<file path="config.mk">
export PLATFORM = sky130hd
export DESIGN_NAME = pipelined_add_sub
export DESIGN_NICKNAME = d
export VERILOG_FILES = /design/src/rtl/pipelined_add_sub_pkg.sv /design/src/rtl/pipelined_add_sub_slice.sv /design/src/rtl/pipelined_add_sub.sv
export SDC_FILE = /design/constraint.sdc
export NUM_CORES = 1
export LEC_CHECK = 0
export CORE_MARGIN = 5
export CORE_UTILIZATION = 44
export DETAILED_ROUTE_END_ITERATION = 6
export MAX_ROUTING_LAYER = met4
export SKIP_LAST_GASP = 1
export SYNTH_ARGS = -nofsm -noshare
export SYNTH_HDL_FRONTEND = slang
export SYNTH_SLANG_ARGS = --single-unit
</file>
<file path="constraint.sdc">
create_clock -name clk -period 6.3 [get_ports clk]
set_input_delay 1.26 -clock clk [delete_from_list [all_inputs] [get_ports clk]]
set_output_delay 1.26 -clock clk [all_outputs]
set_load 0.005 [all_outputs]
</file>
<file path="src/rtl/pipelined_add_sub_pkg.sv">
// Shared definitions for the pipelined adder/subtractor: mode encodings and default geometry.
package pipelined_add_sub_pkg;

  typedef enum logic {
    ALU_OP_ADD = 1'b0,
    ALU_OP_SUB = 1'b1
  } alu_op_e;

  localparam int DEF_WIDTH = 16;
  localparam int DEF_SLICE = 4;

  // SUB is a + ~b + 1, so the caller's carry-in is replaced by the +1.
  function automatic logic stage0_carry(input logic sub, input logic ci);
    return (alu_op_e'(sub) == ALU_OP_SUB) ? 1'b1 : ci;
  endfunction

endpackage

</file>
<file path="src/rtl/pipelined_add_sub_slice.sv">
// One pipeline stage worth of arithmetic: a combinational ripple of SLICE full-adder cells.
// Also exports the carry into the slice MSB so the top slice can form signed overflow.
module adder_slice #(
  parameter int SLICE = 4
) (
  input  logic [SLICE-1:0] a_i,
  input  logic [SLICE-1:0] b_i,
  input  logic             c_i,
  output logic [SLICE-1:0] s_o,
  output logic             c_o,
  output logic             cmsb_o
);

  logic cy;

  always_comb begin
    cy     = c_i;
    cmsb_o = c_i;
    s_o    = '0;
    for (int i = 0; i < SLICE; i++) begin
      cmsb_o = cy;
      s_o[i] = a_i[i] ^ b_i[i] ^ cy;
      cy     = (a_i[i] & b_i[i]) | (cy & (a_i[i] ^ b_i[i]));
    end
    c_o = cy;
  end

endmodule

</file>
<file path="src/rtl/pipelined_add_sub.sv">
// WIDTH-bit add/sub pipelined in SLICE-bit carry stages; latency WIDTH/SLICE cycles, 1 op/cycle.
// The whole pipe advances only when the output register is empty or being drained.
module pipelined_add_sub
  import pipelined_add_sub_pkg::*;
#(
  parameter int WIDTH = DEF_WIDTH,
  parameter int SLICE = DEF_SLICE
) (
  input  logic             clk,
  input  logic             rst,
  input  logic             in_valid,
  output logic             in_ready,
  input  logic [WIDTH-1:0] a,
  input  logic [WIDTH-1:0] b,
  input  logic             ci,
  input  logic             sub,
  output logic             out_valid,
  input  logic             out_ready,
  output logic [WIDTH-1:0] sum,
  output logic             co,
  output logic             ovf,
  output logic             zero
);

  localparam int STAGES = WIDTH / SLICE;

  if (WIDTH < 1 || SLICE < 1 || (WIDTH % SLICE) != 0) begin : g_bad_cfg
    $error("pipelined_add_sub: SLICE must be >=1 and divide WIDTH");
  end

  // Rank 0 holds accepted operands; rank k+1 holds the result of slice k.
  logic [STAGES:0]  vld_q, vld_d;
  logic [STAGES:0]  c_q, c_d;
  logic [WIDTH-1:0] a_q   [STAGES];
  logic [WIDTH-1:0] a_d   [STAGES];
  logic [WIDTH-1:0] b_q   [STAGES];
  logic [WIDTH-1:0] b_d   [STAGES];
  logic [WIDTH-1:0] sum_q [STAGES+1];
  logic [WIDTH-1:0] sum_d [STAGES+1];
  logic             ovf_q, ovf_d;
  logic             zero_q, zero_d;

  logic [WIDTH-1:0]  slice_sum;
  logic [STAGES-1:0] slice_co;
  logic [STAGES-1:0] slice_cmsb;
  logic              advance;

  assign advance = !vld_q[STAGES] || out_ready;

  for (genvar k = 0; k < STAGES; k++) begin : g_stage
    adder_slice #(
      .SLICE(SLICE)
    ) u_slice (
      .a_i   (a_q[k][k*SLICE +: SLICE]),
      .b_i   (b_q[k][k*SLICE +: SLICE]),
      .c_i   (c_q[k]),
      .s_o   (slice_sum[k*SLICE +: SLICE]),
      .c_o   (slice_co[k]),
      .cmsb_o(slice_cmsb[k])
    );
  end

  always_comb begin
    vld_d[0] = in_valid;
    // Operand registers hold their value across bubbles; only the valid bit carries the bubble.
    a_d[0]   = in_valid ? a : a_q[0];
    b_d[0]   = in_valid ? ((alu_op_e'(sub) == ALU_OP_SUB) ? ~b : b) : b_q[0];
    c_d[0]   = in_valid ? stage0_carry(sub, ci) : c_q[0];
    sum_d[0] = '0;
    for (int k = 1; k < STAGES; k++) begin
      a_d[k] = a_q[k-1];
      b_d[k] = b_q[k-1];
    end
    for (int k = 0; k < STAGES; k++) begin
      vld_d[k+1]                    = vld_q[k];
      c_d[k+1]                      = slice_co[k];
      sum_d[k+1]                    = sum_q[k];
      sum_d[k+1][k*SLICE +: SLICE]  = slice_sum[k*SLICE +: SLICE];
    end
    ovf_d  = slice_cmsb[STAGES-1] ^ slice_co[STAGES-1];
    zero_d = (sum_d[STAGES] == '0);
  end

  always_ff @(posedge clk or posedge rst) begin
    if (rst) begin
      vld_q  <= '0;
      c_q    <= '0;
      ovf_q  <= 1'b0;
      zero_q <= 1'b0;
      for (int k = 0; k < STAGES; k++) begin
        a_q[k] <= '0;
        b_q[k] <= '0;
      end
      for (int k = 0; k <= STAGES; k++) begin
        sum_q[k] <= '0;
      end
    end else if (advance) begin
      vld_q  <= vld_d;
      c_q    <= c_d;
      ovf_q  <= ovf_d;
      zero_q <= zero_d;
      for (int k = 0; k < STAGES; k++) begin
        a_q[k] <= a_d[k];
        b_q[k] <= b_d[k];
      end
      for (int k = 0; k <= STAGES; k++) begin
        sum_q[k] <= sum_d[k];
      end
    end
  end

  assign in_ready  = advance;
  assign out_valid = vld_q[STAGES];
  assign sum       = sum_q[STAGES];
  assign co        = c_q[STAGES];
  assign ovf       = ovf_q;
  assign zero      = zero_q;

endmodule

</file>
==> Word level (Yosys, flattened, before mapping) <==
Cells that the tools add are included.
{ "totals": {"word_cells": 105, "output_inout_bits": 21, "register_bits": 180} }
{ "classes": {"n_bitwise": 82, "mux": 2, "n_reduce_logical": 4} }
{ "op_table": {"columns": ["op", "n"], "rows": [
  ["XOR 1 bit", 33],
  ["AND 1 bit", 32],
  ["logical NOT 16 bit", 1],
  ["2-to-1 mux 16 bit", 1],
  ["inverter 16 bit", 1],
  ["OR 1 bit", 16],
  ["AND reduction 2 bit", 1],
  ["logical NOT 1 bit", 1],
  ["logical OR 1 bit", 1],
  ["2-to-1 mux 1 bit", 1]
]} }

==> Longest topological paths before layout <==
{ "depth": {"ltp_word": 10, "mapped_depth": 10} }

==> Hierarchy <==
Synthesis repeated with hierarchy kept, for this count alone.
{ "unflattened": {"cells_unflattened": 579, "area_unflattened_um2": 5589.1} }
{ "by_module_without_submodules": {"columns": ["module", "area_per_inst_um2", "cells_per_inst", "instances", "seq_area_each_um2"], "rows": [
  ["pipelined_add_sub", 5148.7, 531, 1, 3303.2],
  ["adder_slice", 110.1, 12, 4, 0.0]
]} }

==> Worst setup path after synthesis <==
Ideal clock, no wire load.
{ "synth_timing": {"path_type": "in2out", "from": "in out_ready", "to": "out in_ready", "cell_stages": 4, "t_arrival_ps": 1837, "setup_slack_ps": 3203, "t_required_ps": 5040, "cell_sequence": "nor2b_4 inv_2 clkbuf_1 buf_2"} }
{ "synth_via": {"elab_chain_len": 1} }
{ "synth_rtl": {"columns": ["item", "line", "rtl"], "rows": [
  ["start: declaration", "pipelined_add_sub.sv:18", "input logic out_ready,"],
  ["logical OR 1 bit", "pipelined_add_sub.sv:48", "assign advance = !vld_q[STAGES] || out_ready;"],
  ["end: declaration", "pipelined_add_sub.sv:12", "output logic in_ready,"]
]} }
Every way passes these cells.

==> Worst setup path after layout <==
Ends and elaborated chain as after synthesis.

==> results.toml <==
[status]
status = "finished clean"

[logic_synthesis]
yosys_warnings = 0
synthCells = 553
synth_nets = 607
syn_avg_cell_area_sq_um = 9.96
yosysTopAreaCell = "dfrtp_1"
ys_seq_area_share_pct = 60.0
synth_top_cell_area_share_pct = 60.0
synth_seq_cells = 132
synth_area_sq_um = 5510
synth_cell_types = 23
synth_area_leaders = "dfrtp_1, nand2_1, fa_1"

[clocking]
cts_tree = "yes"
ctsRootBufferMaster = "clkbuf_16"
clk_pin_slew_ps = 50
post_cts_buffers = 0
cts_buffers = 17
cts_hold_buf = 0
clk_path_buf_depth = 2
h-tree-depth = 4
clk_latency_ps = 410
cts-resized-gates = 0
clock-sinks = 132

[sta]
hold_viol = 0
setup_viol = 0
fmax_mhz = 248
clock_skew_ps = 8.86
max_slew_margin_pct = 21.4
fin_hold_ws_ps = 455
slew_viol_final = 0
rsz0062_at_grt = "no"
final.setup.tns_ps = 0
fin_crit_sh_pct = 64.0
layout_min_cycle_time_ps = 4030
worst_slew_pin_slew_ps = 1180

[route]
drt-initial-drc-count = 230
drtPass1Iterations = 4
antenna_left = 0
wire_per_inst_microns = 12.3
wl_microns = 9630
via_count = 3618
drc = 0
viasPerCell = 4.61

[min_path]
min_path_cells = 1
hold_path.class = "reg -> reg"

[critical_path]
rr_worst_depth = 10
critPathRequiredTime_ps = 5040
startpoint_type = "primary input"
crit_end = "in_ready"
end_kind = "primary output"
r2r_slack_ps = 3700
r2r-end = "zero"
critPathMaxFanout = 53
crit_arrival_ps = 2770
r2r_start = "a_q[12]"
critical_path_class = "in -> out"
startpoint = "out_ready"

[power_and_ir_drop]
cell_internal_pwr_mw = 2.38
ir_drop_v = 0.000208
p_sw_mw = 1.11
p_clk_share_pct = 28.2
power.density_nw_per_um2 = 514
swShare_pct = 31.8
seq_power_share_pct = 41.4
comb_power_share_pct = 30.4
p_leak_nw = 3.29

[global_routing]
antenna_found_initial = 0
grt_pass1_wl_microns = 17000
grt_pass1_vias = 3690
grt_max_degree = 92
use_met2_pct = 21.9
use_met1_pct = 19.6
track_usage_pct = 14.8
grt_util_met3_pct = 4.74
gr-total-overflow = 0
top_usage_layer = "met2"

[place]
port-buffer-count = 58
hpwlAfterDp_microns = 6310
finalWeightedCongestion = 0.735

[layout]
fin_nets = 658
drive_above_1_share_pct = 8.27
insertedDiodeCount = 0
syn_to_final_growth_pct = 23.6

[die]
dieArea_sq_um = 14900
die_w_microns = 122
core_sq_um = 12200
num_rows = 40
die_h_microns = 122
num_io_pins = 59
initial_core_util_pct = 45.3

[job]
drv_cap = 0
## layer usage
| layer | share of wire [%] | up-vias |
|---|---|---|
| li1 | - | 1822 |
| met1 | 50 | 1694 |
| met2 | 44 | 89 |
| met3 | 4.8 | 13 |
| met4 | 1.2 | 0 |
| met5 | 0 | - |
## Yosys cell counts (all sizes together)
cell type / n
dfrtp: 132
mux2: 14
nor4b: 2
fa: 16
inv: 30
nor4: 2
nand2: 226
nor2b: 1
and2: 1
xnor2: 14
a21oi: 43
nand3: 4
nand2b: 1
clkbuf: 23
o21ai: 17
xor2: 3
nor2: 14
buf: 8
a21o: 1
nand4: 1
## state kept, by name, summed over array words and instances, names as in the netlist
register,cells
a_d,36
b_d,36
ovf,1
zero,1
c_q,5
vld_q,5
b_q,4
a_q,4
sum,16
sum_d,24
## how the worst min path moves through the flow
stage          slack [ps]       end     start
6_report              460  vld_q[4]  vld_q[3]
5_1_grt               490  vld_q[4]  vld_q[3]
4_1_cts               460  vld_q[4]  vld_q[3]
3_5_place_dp          440  vld_q[4]  vld_q[3]
3_3_place_gp          440  vld_q[3]  vld_q[3]
2_1_floorplan         430  vld_q[3]  vld_q[3]
## worst max-delay path: stages
cell	delay, ps
clkdlybuf4s50_1	500
nor2b_4	60
inv_4	350
clkdlybuf4s50_1	600
## layout by cell type, fill, tap and decap left out, drive strengths merged, types with 2 or more instances in the layout
cell,n
bufinv,3
a21oi,43
nand3,4
clkbuf,23
buf,5
inv,30
clkinv,5
xor2,3
nand2,226
dfrtp,132
nor2,14
nor4,2
o21ai,17
clkdlybuf4s50,58
fa,16
nor4b,2
xnor2,14
mux2,14
## logic make-up after synthesis
family,Yosys count,share of synthesized area [%]
flip-flops,132,60.0
adder cells (fa/ha/maj),16,5.82
XOR/XNOR,17,2.70
AO/OA/AOI/OAI,61,5.59
AND/OR/NAND/NOR,252,17.9
multiplexers,14,3.48
buffers and inverters,61,4.57
## per-stage QoR
| step | util (%) | setup WS (ps) | cells | power, mW | instance area [sq um] |
|---|---|---|---|---|---|
| 5_1_grt | 56.0 | 2180 | 785 | 3.79 | 6810 |
| 2_1_floorplan | - | 1510 | 553 | 2.15 | 5510 |
| 3_3_place_gp | 51.0 | 2260 | 753 | 2.49 | 6200 |
| 4_1_cts | 56.0 | 2250 | 785 | 3.54 | 6810 |
| 3_5_place_dp | 51.0 | 2250 | 753 | 2.54 | 6200 |
| 6_report | 56.0 | 2270 | 785 | 3.49 | 6810 |
## area by class of cell
type	count	area [sq um]
Multi-Input combinational cell	360	1950
Clock inverter	9	126
Timing Repair Buffer	63	618
Inverter	30	118
Tap cell	168	210
Sequential cell	132	3300
Fill cell	1139	5360
Clock buffer	23	478
## power groups by stage
stage | logic, mW | registers (mW) | clock network, mW
final | 1.06 | 1.45 | 0.986
after global routing | 1.25 | 1.50 | 1.05
after CTS | 1.09 | 1.45 | 1.01
after detailed placement | 1.08 | 1.46 | 0
after global placement | 1.04 | 1.45 | 0
after floorplan | 0.738 | 1.41 | 0
No activity file was read; power rests on OpenSTA's default activity.
